===== config.mk =====
export PLATFORM = sky130hd
export DESIGN_NAME = dtree_feature_sequencer
export DESIGN_NICKNAME = d
export VERILOG_FILES = /design/src/rtl/dtree_seq_pkg.sv /design/src/rtl/dtree_eval_timer.sv /design/src/rtl/dtree_feature_sequencer.sv
export SDC_FILE = /design/constraint.sdc
export NUM_CORES = 1
export LEC_CHECK = 0
export ABC_AREA = 1
export BUFFER_PORTS_ARGS = -buffer_cell sky130_fd_sc_hd__buf_2
export CAP_MARGIN = 20
export CORE_UTILIZATION = 59
export DETAILED_ROUTE_END_ITERATION = 10
export PLACE_DENSITY = 0.84
export SLEW_MARGIN = 10
export SYNTH_ARGS = -nofsm -noshare
export SYNTH_HDL_FRONTEND = slang
export SYNTH_SLANG_ARGS = --single-unit

===== constraint.sdc =====
create_clock -name clk -period 12 [get_ports clk]
set_clock_uncertainty 0.15 [all_clocks]
set_input_delay 1.2 -clock clk [delete_from_list [all_inputs] [get_ports clk]]
set_output_delay 1.2 -clock clk [all_outputs]
set_load 0.05 [all_outputs]

===== src/rtl/dtree_seq_pkg.sv =====
// rtl/dtree_seq_pkg.sv - shared types and default sizes for the decision-tree feature sequencer
package dtree_seq_pkg;

    localparam int N_FEAT_DEF      = 18;
    localparam int FEAT_W_DEF      = 8;
    localparam int CLASS_W_DEF     = 2;
    localparam int EVAL_CYCLES_DEF = 4;
    localparam int CNT_W_DEF       = $clog2(N_FEAT_DEF);
    localparam int EVAL_W_DEF      = $clog2(EVAL_CYCLES_DEF + 1);

    typedef enum logic [1:0] {
        LOAD,
        EVAL,
        RESULT
    } seq_state_t;

endpackage


===== src/rtl/dtree_eval_timer.sv =====
// rtl/dtree_eval_timer.sv - settling-window counter: load, count down, flag the final cycle
module dtree_eval_timer #(
    parameter int EVAL_CYCLES = 4,
    parameter int EVAL_W      = $clog2(EVAL_CYCLES + 1)
) (
    input  logic clk,
    input  logic rst,
    input  logic load,
    input  logic dec,
    output logic done
);

    logic [EVAL_W-1:0] count;

    always_ff @(posedge clk or posedge rst) begin
        if (rst) begin
            count <= '0;
        end else if (load) begin
            count <= EVAL_W'(EVAL_CYCLES);
        end else if (dec && (count != '0)) begin
            count <= count - EVAL_W'(1);
        end
    end

    // Last settling cycle is the one where the count still reads 1.
    assign done = (count == EVAL_W'(1));

endmodule


===== src/rtl/dtree_feature_sequencer.sv =====
// rtl/dtree_feature_sequencer.sv - collects a feature frame, waits for the tree to settle, offers the class
// DTREE_SEQ_FRAMECHK_EN enables in_last frame-length checking with an err pulse.
module dtree_feature_sequencer
    import dtree_seq_pkg::*;
#(
    parameter int N_FEAT      = N_FEAT_DEF,
    parameter int FEAT_W      = FEAT_W_DEF,
    parameter int CLASS_W     = CLASS_W_DEF,
    parameter int EVAL_CYCLES = EVAL_CYCLES_DEF
) (
    input  logic                     clk,
    input  logic                     rst,
    input  logic                     in_valid,
    output logic                     in_ready,
    input  logic [FEAT_W-1:0]        in_data,
    input  logic                     in_last,
    output logic [N_FEAT*FEAT_W-1:0] feat_bus,
    input  logic [CLASS_W-1:0]       tree_class,
    output logic                     out_valid,
    input  logic                     out_ready,
    output logic [CLASS_W-1:0]       out_class,
    output logic                     busy,
    output logic                     err
);

    localparam int CNT_W = $clog2(N_FEAT);

    seq_state_t       state, state_next;
    logic [CNT_W-1:0] cnt;
    logic             accept;
    logic             last_beat;
    logic             frame_bad;
    logic             timer_load;
    logic             timer_dec;
    logic             timer_done;
    logic             capture;

    assign in_ready  = (state == LOAD);
    assign busy      = (state == EVAL) || (state == RESULT);
    assign accept    = in_valid && in_ready;
    assign last_beat = (cnt == CNT_W'(N_FEAT - 1));

`ifdef DTREE_SEQ_FRAMECHK_EN
    // A frame must end exactly on its final beat: early or missing in_last drops the beat.
    assign frame_bad = accept && (in_last != last_beat);
`else
    // in_last carries no meaning here; frames end purely on count.
    assign frame_bad = accept && in_last && 1'b0;
`endif

    dtree_eval_timer #(
        .EVAL_CYCLES (EVAL_CYCLES)
    ) u_eval_timer (
        .clk  (clk),
        .rst  (rst),
        .load (timer_load),
        .dec  (timer_dec),
        .done (timer_done)
    );

    always_ff @(posedge clk or posedge rst) begin
        if (rst) begin
            state <= LOAD;
        end else begin
            state <= state_next;
        end
    end

    always_comb begin
        state_next = state;
        timer_load = 1'b0;
        timer_dec  = 1'b0;
        capture    = 1'b0;
        case (state)
            LOAD: begin
                if (accept && !frame_bad && last_beat) begin
                    timer_load = 1'b1;
                    state_next = EVAL;
                end
            end
            EVAL: begin
                timer_dec = 1'b1;
                if (timer_done) begin
                    capture    = 1'b1;
                    state_next = RESULT;
                end
            end
            RESULT: begin
                if (out_ready) begin
                    state_next = LOAD;
                end
            end
            default: state_next = LOAD;
        endcase
    end

    // feat_bus is only written on accepted beats, so it holds still through EVAL and RESULT.
    always_ff @(posedge clk or posedge rst) begin
        if (rst) begin
            cnt       <= '0;
            feat_bus  <= '0;
            out_class <= '0;
            out_valid <= 1'b0;
            err       <= 1'b0;
        end else begin
            err <= frame_bad;
            if (accept) begin
                if (frame_bad) begin
                    cnt <= '0;
                end else begin
                    feat_bus[int'(cnt)*FEAT_W +: FEAT_W] <= in_data;
                    cnt <= last_beat ? '0 : cnt + CNT_W'(1);
                end
            end
            if (capture) begin
                out_class <= tree_class;
                out_valid <= 1'b1;
            end else if ((state == RESULT) && out_ready) begin
                out_valid <= 1'b0;
            end
        end
    end

endmodule

==> results.json <==
{
  "synth_fa_ha_area_frac": 0.01659,
  "nFillCells": 959,
  "setup_tns_ns": 0,
  "first_pass_iters": 5,
  "arrival_ns": 4.20,
  "layoutNonFillerInstCount": 1267,
  "cp.required_ns": 12.16,
  "synth-simple-area-share": 0.4006,
  "cts_sinks": 157,
  "avgSynthCellArea_um2": 7.939,
  "rrSetupSlack_ns": 7.96,
  "slew_violations": 0,
  "synthCells": 950,
  "peakVddDrop_v": 0.0001858,
  "hold_viol_final": 0,
  "layout_commonest_cell": "nand2_1",
  "grt_start_max_net_pins": 90,
  "layout-drive-gt1-share": 0.2066,
  "via_per_inst": 5.669,
  "setup_viol": 0,
  "die_y_um": 115.1,
  "start_util": 0.6176,
  "cts-root-buf": "clkbuf_16",
  "max_slew_margin": 0.3263,
  "critPathMaxFanout": 45,
  "antenna_found_initial": 0,
  "core.rowCount": 40,
  "layout.cells.most_common_list": "400 x nand2_1, 162 x buf_2, 157 x dfrtp_1",
  "synthesis.nets": 975,
  "rr_endpoint": "feat_bus[143]",
  "multi_input_area_mm2": 0.003281,
  "drv_cap": 0,
  "rr_startpoint": "cnt[0]",
  "cts_made_buffers": 17,
  "gp_congestion": 0.8674,
  "drc_errors": 0,
  "rsz0062_at_grt": "false",
  "track_usage": 0.3075,
  "grt_pass1_vias": 6364,
  "post-place-ws_ns": 8.064,
  "tightest_slew_ns": 1.008,
  "synth_xor_area_frac": 0.001161,
  "min_path_type": "reg2reg",
  "clk_latency_ns": 0.43,
  "dp_hpwl_um": 12960,
  "fin_ws_ns": 7.963,
  "path_class": "reg2reg",
  "placed_cell_area_mm2": 0.008371,
  "wl_per_cell_um": 15.58,
  "outcome": "finished, final reports clean",
  "regArea_mm2": 0.003929,
  "clk_path_buf_depth": 2,
  "h-tree-depth": 4,
  "leakage_uw": 0.005057,
  "area_growth_pct": 19.26,
  "holdWs_ns": 0.3160,
  "cts.clk_slew.worst_paths_ns": 0.06,
  "crit_start": "cnt[0]",
  "die_area_mm2": 0.01324,
  "yosysSeqAreaShare": 0.5209,
  "design_area_mm2": 0.008995,
  "period_needed_ns": 4.037,
  "cts_resized": 0,
  "synth_top_family_by_area": "simple AND/OR/NAND/NOR gates",
  "syn_area_mm2": 0.007542,
  "vias": 7182,
  "endpoint_kind": "flop",
  "synth-seq-cells": 157,
  "power_density_mw_per_mm2": 243.5,
  "portBuffers": 162,
  "synth.distinct_cells": 26,
  "synth_compound_area_frac": 0.01311,
  "ios": 165,
  "die-width_um": 115.1,
  "ctsHoldBuffers": 0,
  "drt_iter0_markers": 697,
  "core_area_mm2": 0.01221,
  "endpoint": "feat_bus[143]",
  "ys_warn_count": 0,
  "drt_wl_total_um": 19740,
  "startpoint_type": "flop",
  "gr-total-overflow": 0,
  "max_freq_mhz": 247.7,
  "r2r_cells": 10,
  "n_antenna_cell": 0,
  "nets": 1114,
  "synthMuxAreaShare": 0.002986,
  "cts_tree": "yes",
  "dpl.cell_count": 1237,
  "ant_nets": 0,
  "fin_crit_sh": 0.3364,
  "post_cts_buffers": 0,
  "grt_pass1_wl_um": 30930
}
## how the worst min path moves through the flow
| stage | start | to | slack (ns) | cells after the start |
|---|---|---|---|---|
| after CTS | feat_bus[29] | feat_bus[29] | 0.32 | 2 |
| after global placement | feat_bus[63] | feat_bus[63] | 0.30 | 2 |
| after global routing | feat_bus[117] | feat_bus[117] | 0.33 | 2 |
| final | feat_bus[42] | feat_bus[42] | 0.32 | 2 |
| after floorplan | u_eval_timer.count[2] | u_eval_timer.count[2] | 0.30 | 2 |
| after detailed placement | feat_bus[29] | feat_bus[29] | 0.30 | 2 |
## routing by layer
layer | track usage | wire length, µm | share of wire | vias up
li1 | - | - | - | 3383
met1 | 0.4076 | 8192 | 0.41 | 3361
met2 | 0.4871 | 9341 | 0.47 | 372
met3 | 0.07011 | 1664 | 0.084 | 66
met4 | 0.1377 | 542 | 0.027 | 0
met5 | 0 | 0 | 0 | -
## cell usage after synthesis
cell	number	area, µm²
a22oi_1	1	7.510
nand4_1	104	650.6
nor2_4	10	112.6
xor2_1	1	8.760
clkbuf_1	17	63.81
nand2_1	400	1501
buf_2	20	100.1
conb_1	1	3.750
and3_1	1	6.260
nor2_1	115	431.7
inv_2	4	15.01
inv_1	20	75.07
nand2_2	3	18.77
o22ai_1	1	6.260
nand4_2	1	12.51
buf_1	3	11.26
nor3_1	13	65.06
mux2_2	2	22.52
a21oi_1	6	30.03
o21ai_0	11	55.05
nand3_1	31	155.2
ha_1	10	125.1
nand3_2	3	30.03
dfrtp_1	157	3929
nor2_2	6	37.54
buf_4	9	67.56
## state kept, by name, indices dropped and copies added (netlist names)
register	count
feat_bus	144
cnt	5
out_class	2
u_eval_timer.count	3
out_valid	1
state	2
## cells by family (layout without fill, tap and decap cells)
family                   after synthesis  count (layout)
other                                  1               1
multiplexers                           2               2
XOR/XNOR                               1               1
buffers and inverters                 73             222
flip-flops                           157             157
AO/OA/AOI/OAI                         19              19
adder cells (fa/ha/maj)               10              10
AND/OR/NAND/NOR                      687             687
## cell type report
class / count / share of cell area
clock buffers: 22 / 0.05383
clock inverters: 7 / 0.01252
inverters: 24 / 0.01057
multi-input cells: 720 / 0.3647
flip-flops and latches: 157 / 0.4368
well taps: 168 / 0.02337
repair buffers: 169 / 0.09821
## power by group
group	switching [µW]	internal [µW]	total, µW
Combinational	794	187	981
Sequential	58.7	604	663
Clock	203	344	547
## critical path, stage by stage (launching register included)
cell     delay (ns)
dfrtp_1        0.79
inv_1          0.28
ha_1           0.29
inv_1          0.07
nor2_1         0.05
nand2_2        0.50
nand4_2        0.29
nor2_4         0.73
nand3_1        0.49
nand2_1        0.20
nand2_1        0.07
## metrics by stage
step	utilization	power (µW)
after global placement	0.6855	1612
after global routing	0.7366	2298
after floorplan	-	1460
after detailed placement	0.6855	1628
final	0.7366	2191
after CTS	0.7343	2174
Note: power is estimated with default switching activity, not from simulation.
